**src/rtl/perf_result_collector.sv**
```systemverilog
// Collects total-cycle counter results into last/sum/count (and optional min/max) statistics
// behind a 32-bit read port with LO/HI shadowing. Optional feature macro: PERF_COLLECT_MINMAX_EN.
module perf_result_collector #(
  parameter int unsigned CNT_W  = 32,
  parameter int unsigned ADDR_W = 4
) (
  input  logic              clk,
  input  logic              rst,
  input  logic              perf_end,
  input  logic [63:0]       total_cycle,
  input  logic              clr,
  input  logic              rd_en,
  input  logic [ADDR_W-1:0] rd_addr,
  output logic [31:0]       rd_data,
  output logic              rd_valid,
  output logic              sample_pending
);

  localparam logic [CNT_W-1:0] CntMax = '1;

  localparam logic [ADDR_W-1:0] AddrLastLo = ADDR_W'(0);
  localparam logic [ADDR_W-1:0] AddrLastHi = ADDR_W'(1);
  localparam logic [ADDR_W-1:0] AddrSumLo  = ADDR_W'(2);
  localparam logic [ADDR_W-1:0] AddrSumHi  = ADDR_W'(3);
  localparam logic [ADDR_W-1:0] AddrMinLo  = ADDR_W'(4);
  localparam logic [ADDR_W-1:0] AddrMinHi  = ADDR_W'(5);
  localparam logic [ADDR_W-1:0] AddrMaxLo  = ADDR_W'(6);
  localparam logic [ADDR_W-1:0] AddrMaxHi  = ADDR_W'(7);
  localparam logic [ADDR_W-1:0] AddrCount  = ADDR_W'(8);
  localparam logic [ADDR_W-1:0] AddrStatus = ADDR_W'(9);

  logic             end_q, end_d;
  logic [63:0]      last_q, last_d;
  logic [63:0]      sum_q, sum_d;
  logic             sum_ovf_q, sum_ovf_d;
  logic [CNT_W-1:0] count_q, count_d;
  logic [31:0]      shadow_q, shadow_d;
  logic [31:0]      rd_data_q, rd_data_d;
  logic             rd_valid_q;
  logic [64:0]      sum_ext;
  logic [63:0]      min_val, max_val;

`ifdef PERF_COLLECT_MINMAX_EN
  logic [63:0] min_q, min_d;
  logic [63:0] max_q, max_d;

  always_comb begin
    min_d = min_q;
    max_d = max_q;
    if (clr) begin
      min_d = '1;
      max_d = '0;
    end else if (end_q) begin
      if (total_cycle < min_q) min_d = total_cycle;
      if (total_cycle > max_q) max_d = total_cycle;
    end
  end

  always_ff @(posedge clk) begin
    if (rst) begin
      min_q <= '1;
      max_q <= '0;
    end else begin
      min_q <= min_d;
      max_q <= max_d;
    end
  end

  assign min_val = min_q;
  assign max_val = max_q;
`else
  assign min_val = '0;
  assign max_val = '0;
`endif

  assign sum_ext = {1'b0, sum_q} + {1'b0, total_cycle};

  // Statistics update; clr takes priority and discards a sample landing in the same cycle.
  always_comb begin
    end_d     = perf_end;
    last_d    = last_q;
    sum_d     = sum_q;
    sum_ovf_d = sum_ovf_q;
    count_d   = count_q;
    if (clr) begin
      end_d     = 1'b0;
      last_d    = '0;
      sum_d     = '0;
      sum_ovf_d = 1'b0;
      count_d   = '0;
    end else if (end_q) begin
      last_d = total_cycle;
      if (sum_ext[64]) begin
        sum_d     = '1;
        sum_ovf_d = 1'b1;
      end else begin
        sum_d = sum_ext[63:0];
      end
      if (count_q != CntMax) count_d = count_q + 1'b1;
    end
  end

  // Read mux on pre-update state; LO reads latch the matching upper word into the shadow.
  always_comb begin
    rd_data_d = rd_data_q;
    shadow_d  = shadow_q;
    if (rd_en) begin
      case (rd_addr)
        AddrLastLo: begin
          rd_data_d = last_q[31:0];
          shadow_d  = last_q[63:32];
        end
        AddrSumLo: begin
          rd_data_d = sum_q[31:0];
          shadow_d  = sum_q[63:32];
        end
        AddrMinLo: begin
          rd_data_d = min_val[31:0];
          shadow_d  = min_val[63:32];
        end
        AddrMaxLo: begin
          rd_data_d = max_val[31:0];
          shadow_d  = max_val[63:32];
        end
        AddrLastHi, AddrSumHi, AddrMinHi, AddrMaxHi: rd_data_d = shadow_q;
        AddrCount:  rd_data_d = 32'(count_q);
        AddrStatus: rd_data_d = {30'b0, end_q, sum_ovf_q};
        default:    rd_data_d = '0;
      endcase
    end
  end

  always_ff @(posedge clk) begin
    if (rst) begin
      end_q      <= 1'b0;
      last_q     <= '0;
      sum_q      <= '0;
      sum_ovf_q  <= 1'b0;
      count_q    <= '0;
      shadow_q   <= '0;
      rd_data_q  <= '0;
      rd_valid_q <= 1'b0;
    end else begin
      end_q      <= end_d;
      last_q     <= last_d;
      sum_q      <= sum_d;
      sum_ovf_q  <= sum_ovf_d;
      count_q    <= count_d;
      shadow_q   <= shadow_d;
      rd_data_q  <= rd_data_d;
      rd_valid_q <= rd_en;
    end
  end

  assign rd_data        = rd_data_q;
  assign rd_valid       = rd_valid_q;
  assign sample_pending = end_q;

endmodule
```
**config.mk**
```make
export PLATFORM = sky130hd
export DESIGN_NAME = perf_result_collector
export DESIGN_NICKNAME = d
export VERILOG_FILES = /design/src/rtl/perf_result_collector.sv
export SDC_FILE = /design/constraint.sdc
export NUM_CORES = 1
export LEC_CHECK = 0
export ABC_AREA = 1
export CAP_MARGIN = 15
export CORE_UTILIZATION = 25
export CTS_CLUSTER_DIAMETER = 30
export DETAILED_ROUTE_END_ITERATION = 10
export GPL_TIMING_DRIVEN = 0
export PLACE_DENSITY = 0.38
export SETUP_SLACK_MARGIN = 0.2
export SYNTH_ARGS = -nofsm -noshare
export SYNTH_HDL_FRONTEND = slang
export SYNTH_SLANG_ARGS = --single-unit
```
**constraint.sdc**
```tcl
create_clock -name clk -period 2.7 [get_ports clk]
set_input_delay 0.81 -clock clk [delete_from_list [all_inputs] [get_ports clk]]
set_output_delay 0.81 -clock clk [all_outputs]
set_load 0.03 [all_outputs]
```
# After elaboration in Yosys (flattened, before gate mapping)
# Cells that the tools add are included.
[op_classes] n_addsub=2 mux=3 n_reduce_logical=8 eq_ne=10
[op_table] cell="$pmux W32 S5" n=1
[op_table] cell="$pmux W32 S3" n=1
[op_table] cell="$add A64 B64 Y65" n=1
[op_table] cell="$mux W64" n=1
[op_table] cell="$add A32 B1 Y32 const B" n=1
[op_table] cell="$ne A32 B32 Y1 const B" n=1
[op_table] cell="$eq A4 B3 Y1 const B" n=4
[op_table] cell="$eq A4 B2 Y1 const B" n=2
[op_table] cell="$eq A4 B4 Y1 const B" n=2
[op_table] cell="$reduce_and A2 Y1" n=3
[op_table] cell="$eq A4 B1 Y1 const B" n=1
[op_table] cell="$logic_not A4 Y1" n=1
[op_table] cell="$reduce_or A2 Y1" n=2
[op_table] cell="$reduce_or A4 Y1" n=1
[op_table] cell="$reduce_bool A3 Y1" n=1
[totals] in_bits=73 reg_bits=227 out_inout_bits=34

# Longest topological paths before layout
[logic_depth] depth_word=4 depth_mapped=16

# Worst setup path after synthesis
# No wires, ideal clock.
[synth_path] path_type="input port to flip-flop" from="input total_cycle[0]" to="register sum_q[24]" arrival_time_ps=2594 slack_ps=-13 path_buffers=1 cell_stages=15 required_time_ps=2581 path_cell_list="ha_1 -> fa_1 -> nand3_1 -> nand3_2 -> nand2_1 -> nand2_2 -> nand2_1 -> nand2_2 -> nand2_1 -> nand2_1 -> nand2_1 -> nand3_4 -> buf_6 -> nor2_2 -> nor2_2"
[synth_via] elab_chain_cells=2
[synth_lines] element="start, declared" line_no="10" rtl="input logic [63:0] total_cycle,"
[synth_lines] element="$add A64 B64 Y65" line_no="76" rtl="assign sum_ext = {1'b0, sum_q} + {1'b0, total_cycle};"
[synth_lines] element="$mux W64" line_no="93" rtl="if (sum_ext[64]) begin"
[synth_lines] element="end signal, assigned" line_no="146" rtl="sum_q <= sum_d;"
[synth_lines] element="end, declared" line_no="34" rtl="logic [63:0] sum_q, sum_d;"
# No other way between the ends.
# A chain may end at the register's enable or synchronous reset.

# Worst setup path in the final report
[layout_path] from="input total_cycle[18]" to="register sum_q[50]"
# Same word-level chain as after synthesis.

==> metrics list <==
* Cell Chain, Critical Path: clkdlybuf4s15_2 -> ha_4 -> nand2_2 -> inv_1 -> nand2_1 -> nand2_1 -> a21oi_4 -> nor2_1 -> nor2_1 -> nand2_2 -> nand2_4 -> nand3_4 -> buf_4 -> buf_6 -> buf_4 -> nor2_1 -> nor2_1
- At the pin with the least slew margin, the transition time is about 1 ns.
- Final hold violation count: 0
- Of the total power, the clock network draws a little under two thirds.
- WP data arrival: 3.00 ns
- The clock arrives with ~0.031 ns of skew.
* Antenna Cells: 0
- The later pin in the worst-skew pair is clocked with a latency of approximately 0.60 ns.
- Most used DFF post-synth: dfxtp_1
- In this run switching power makes up a little over a quarter of total power.
- The critical path starts at total_cycle[18].
- Total of warnings raised by yosys: 0
- The initialized floorplan defines 90 standard-cell rows.
- The share of total power dissipated in sequential elements is 26.2%.
- Sorting the synthesized cells by area gives the leading types as dfxtp_1, nand2_1, inv_1, nor2_1, a21oi_1.
- Once the floorplan was initialized, standard cells occupied between 20% and 30% of the core.
* Area share of the largest cell type after synthesis: between 20 and 30%
* Most used cell along the critical path: nor2_1
- Most frequent cell after synthesis: nand2_1
- Cell-internal power: 0.009868 W
- Clock-pin slew was measured on the worst setup and hold paths at approximately 0.040 ns.
* Number of inserted filler cells in the final layout: 6716
- Wire per inst: about 20 um
- In this run, synthesis produced a sequential element count of between 200 and 250.
* I/O pins: 107
- Setup crit start kind: input pin
* Tmin final: approximately 2.5 ns
- Of all cell types, the one taking the most synthesized area is dfxtp_1.
- Die Y-Extent: around 250 um
* Ys async rst share: 0%
- GRT Resource Usage Total: between 20% and 30%
- Measured along the x axis, the die boundary spans ~250 um.
* Syn Inst Count: 2637
- First-pass GRT wire length: 107300 um
- Area of the core: 60700 um2
- Slack of the worst reg-to-reg path: 0.25 ns
* Total of buffers placed on input and output ports: approximately 100
- Via Count: between 15000 and 20000
- The H-tree generated during clock tree synthesis spans 3 levels.
* Count of TritonRoute iterations in the first routing pass: 5
* Number of buffer and inverter stages on the critical path: 5
- Number of maximum-capacitance constraint violations: 0
- The number of pins exceeding their max-slew limit in the final report is 0.
- Result of the run: finished, final reports clean
- Period utilization: around 93%
- VDD sags by at most 0.4070 mV.
- Cell depth of the worst flop-to-flop path: 17
- Setup violations remaining at the end of the flow were counted as 0.
* Area growth syn-to-layout: 39.19%
- Power spread over the standard cell area amounts to 620.1 nW/um2.
- Fraction of final layout cells with drive strength greater than 1: between 10 and 15%
* Comb power frac: a little over 10%
* Number of nets in the layout: around 3000
- The number of global-route vias before repair is 16770.
- Kind of capture point of the worst setup path: flip-flop
* R2r startpoint: sum_q[0]$_SDFFE_PP0P_
* Net count after synthesis: about 2800
- The largest single stage delay on the critical path is about 0.29 ns.
* Mean Syn Cell Area: slightly below 6 um2
- Leftover overflow at the end of global routing: 0
* Maximum fanout encountered on the critical timing path: 5
- Antenna violations before repair: 1
- The critical path in this run is classified as input pin to flip-flop.
- Maximum clock frequency: between 300 and 400 MHz
* Post-synthesis instance area: 15460 um2
- The worst pin sits at a relative slew slack of a little under a third.
* Part of the Yosys area used for sequential elements: a little under 30%
* Clock tree root driver cell: clkbuf_16
- In this run the most critical hold path is launched from last_q[21]$_SDFFE_PP0P_.
* Worst path required time: 3.18 ns
- The longest clock path from root to sink contains 3 buffers.
- By count the netlist is led by nand2_1, inv_1, nor2_1, dfxtp_1, a21oi_1.
- Dividing the detail-routed via count by the number of cells gives about 4.6.
- Detailed Place HPWL: between 60000 and 70000 um
* Wire length reported by the detailed router: ~73000 um
* Worst hold-check path type: flip-flop to flip-flop
- The synthesized netlist contains 39 unique library cells.
- Cell with the largest stage delay on the worst path: ha_4
- Largest net degree at the start of global routing: 11
- Number of synthesized flops with an enable pin: 0
* Hold bufs inserted after CTS: 0
- In this run the number of cells on the critical path is 17.
* Drt first-iter violations: around 950
- The die covers between 60000 and 70000 um2.
- In this design, the largest share of critical-path delay is due to simple AND/OR/NAND/NOR gates.
- Sinks on Clock Net: roughly 230
- In this run the critical register-to-register path is captured at sum_q[50]$_SDFFE_PP0P_.
- For this design the static power due to leakage is just under 10 nW.
- Hold Crit Depth: 2
* TritonCTS clock tree: built
- Clock tree synthesis inserted a total of 76 buffers.
- After detailed routing, the number of remaining DRC violations is 0.
- At the placement stage, the worst setup path has a slack of -1.174 ns.
- Net load switching power: 0.003476 W
- The congestion estimate from routability-driven global placement came to 0.9179.
- For hold timing, the worst endpoint is last_q[21]$_SDFFE_PP0P_.
- Aggregate negative setup slack: 0 ns
- Setup repair after global routing could not meet its margin everywhere.
* Antenna viol nets, final: 0
- Once routing completed, OpenROAD measured the worst setup slack at 0.1820 ns.
==> layer usage <==
metal	track usage [%]	share of wire, %	vias to the layer above
met2	40.80	49	334
met4	7.029	2.7	2
li1	-	-	8663
met3	3.492	3.6	104
met1	29.08	45	7866
met5	0	0.016	-
==> area by class of cell <==
type / instances / area, um2 / share of cell area (%)
Buffer: 85 / 430.4 / 2.000
Clock buffer: 111 / 2213 / 10.29
Clock inverter: 23 / 260.3 / 1.209
Inverter: 398 / 1494 / 6.943
Multi-Input combinational cell: 1927 / 10410 / 48.37
Sequential cell: 227 / 4547 / 21.13
Tap cell: 782 / 978.4 / 4.547
Timing Repair Buffer: 131 / 1187 / 5.518
==> state kept, by name, indices dropped and copies added, names as in the netlist <==
signal          count
count_q            32
last_q             64
rd_data            32
rd_valid            1
sample_pending      1
shadow_q           32
sum_ovf_q           1
sum_q              64
==> timing repair <==
action | 4_1_cts | 5_1_grt
pin swaps | 11 | 11
setup buffers | 19 | 5
setup endpoints to repair | 208 | 119
gates resized for setup | 246 | 114
gates cloned | 1 | 0
hold endpoints to repair | 0 | 0
==> cell usage in the layout (no fill, tap or decap), types with 8 or more instances in the layout <==
cell / count
a21oi_1: 151
a21oi_2: 11
buf_4: 24
clkbuf_1: 59
clkbuf_16: 76
clkbuf_2: 29
clkbuf_8: 18
clkdlybuf4s50_1: 39
clkinv_2: 15
dfxtp_1: 225
dlygate4sd2_1: 49
ha_4: 60
inv_1: 393
nand2_1: 998
nand2_2: 37
nand2_4: 8
nand3_1: 96
nand4_1: 28
nor2_1: 198
nor2_2: 52
nor2_4: 19
nor3_1: 28
o2111ai_1: 21
o211ai_1: 32
o21ai_0: 79
xor2_1: 40
==> worst min-delay path, cell delays in order, from the launching register on <==
cell	delay, ns
dfxtp_1	0.30
nand2_1	0.06
a21oi_1	0.05
==> power by group through the flow <==
| stage | clock, W | combinational [W] | sequential [W] |
|---|---|---|---|
| after global placement | 0 | 0.00121 | 0.00355 |
| final | 0.00848 | 0.00137 | 0.00350 |
| after global routing | 0.00884 | 0.00149 | 0.00351 |
| after detailed placement | 0 | 0.00121 | 0.00355 |
| after floorplan | 0 | 0.000676 | 0.00353 |
| after CTS | 0.00864 | 0.00134 | 0.00350 |
==> through the flow <==
stage	instances	hold slack (ns)	utilization, %	power [W]	cell area, um2
after global routing	3684	0.4741	35.45	0.01383	21520
after global placement	3523	0.4494	28.94	0.004757	17560
after floorplan	2637	0.4371	-	0.004210	15540
after CTS	3679	0.4585	34.95	0.01348	21210
after detailed placement	3525	0.4535	28.97	0.004758	17590
final	3684	0.4561	35.45	0.01334	21520
==> cells by family after synthesis <==
family,share of synthesized area (%)
simple gates,39.17
buf+inv,12.08
compound gates,11.30
flops,29.39
fa+ha+maj,5.390
xor+xnor,2.663
==> worst max path at each step <==
stage / to / slack (ns)
6_report: sum_q[50]$_SDFFE_PP0P_ / 0.18
3_3_place_gp: rd_data[29]$_SDFFE_PP0P_ / -1.23
5_1_grt: sum_q[61]$_SDFFE_PP0P_ / 0.14
2_1_floorplan: sum_q[24]$_SDFFE_PP0P_ / 0.10
4_1_cts: sum_q[55]$_SDFFE_PP0P_ / 0.15
3_5_place_dp: sum_q[55]$_SDFFE_PP0P_ / -1.17
Note: power is estimated with default switching activity, not from simulation.
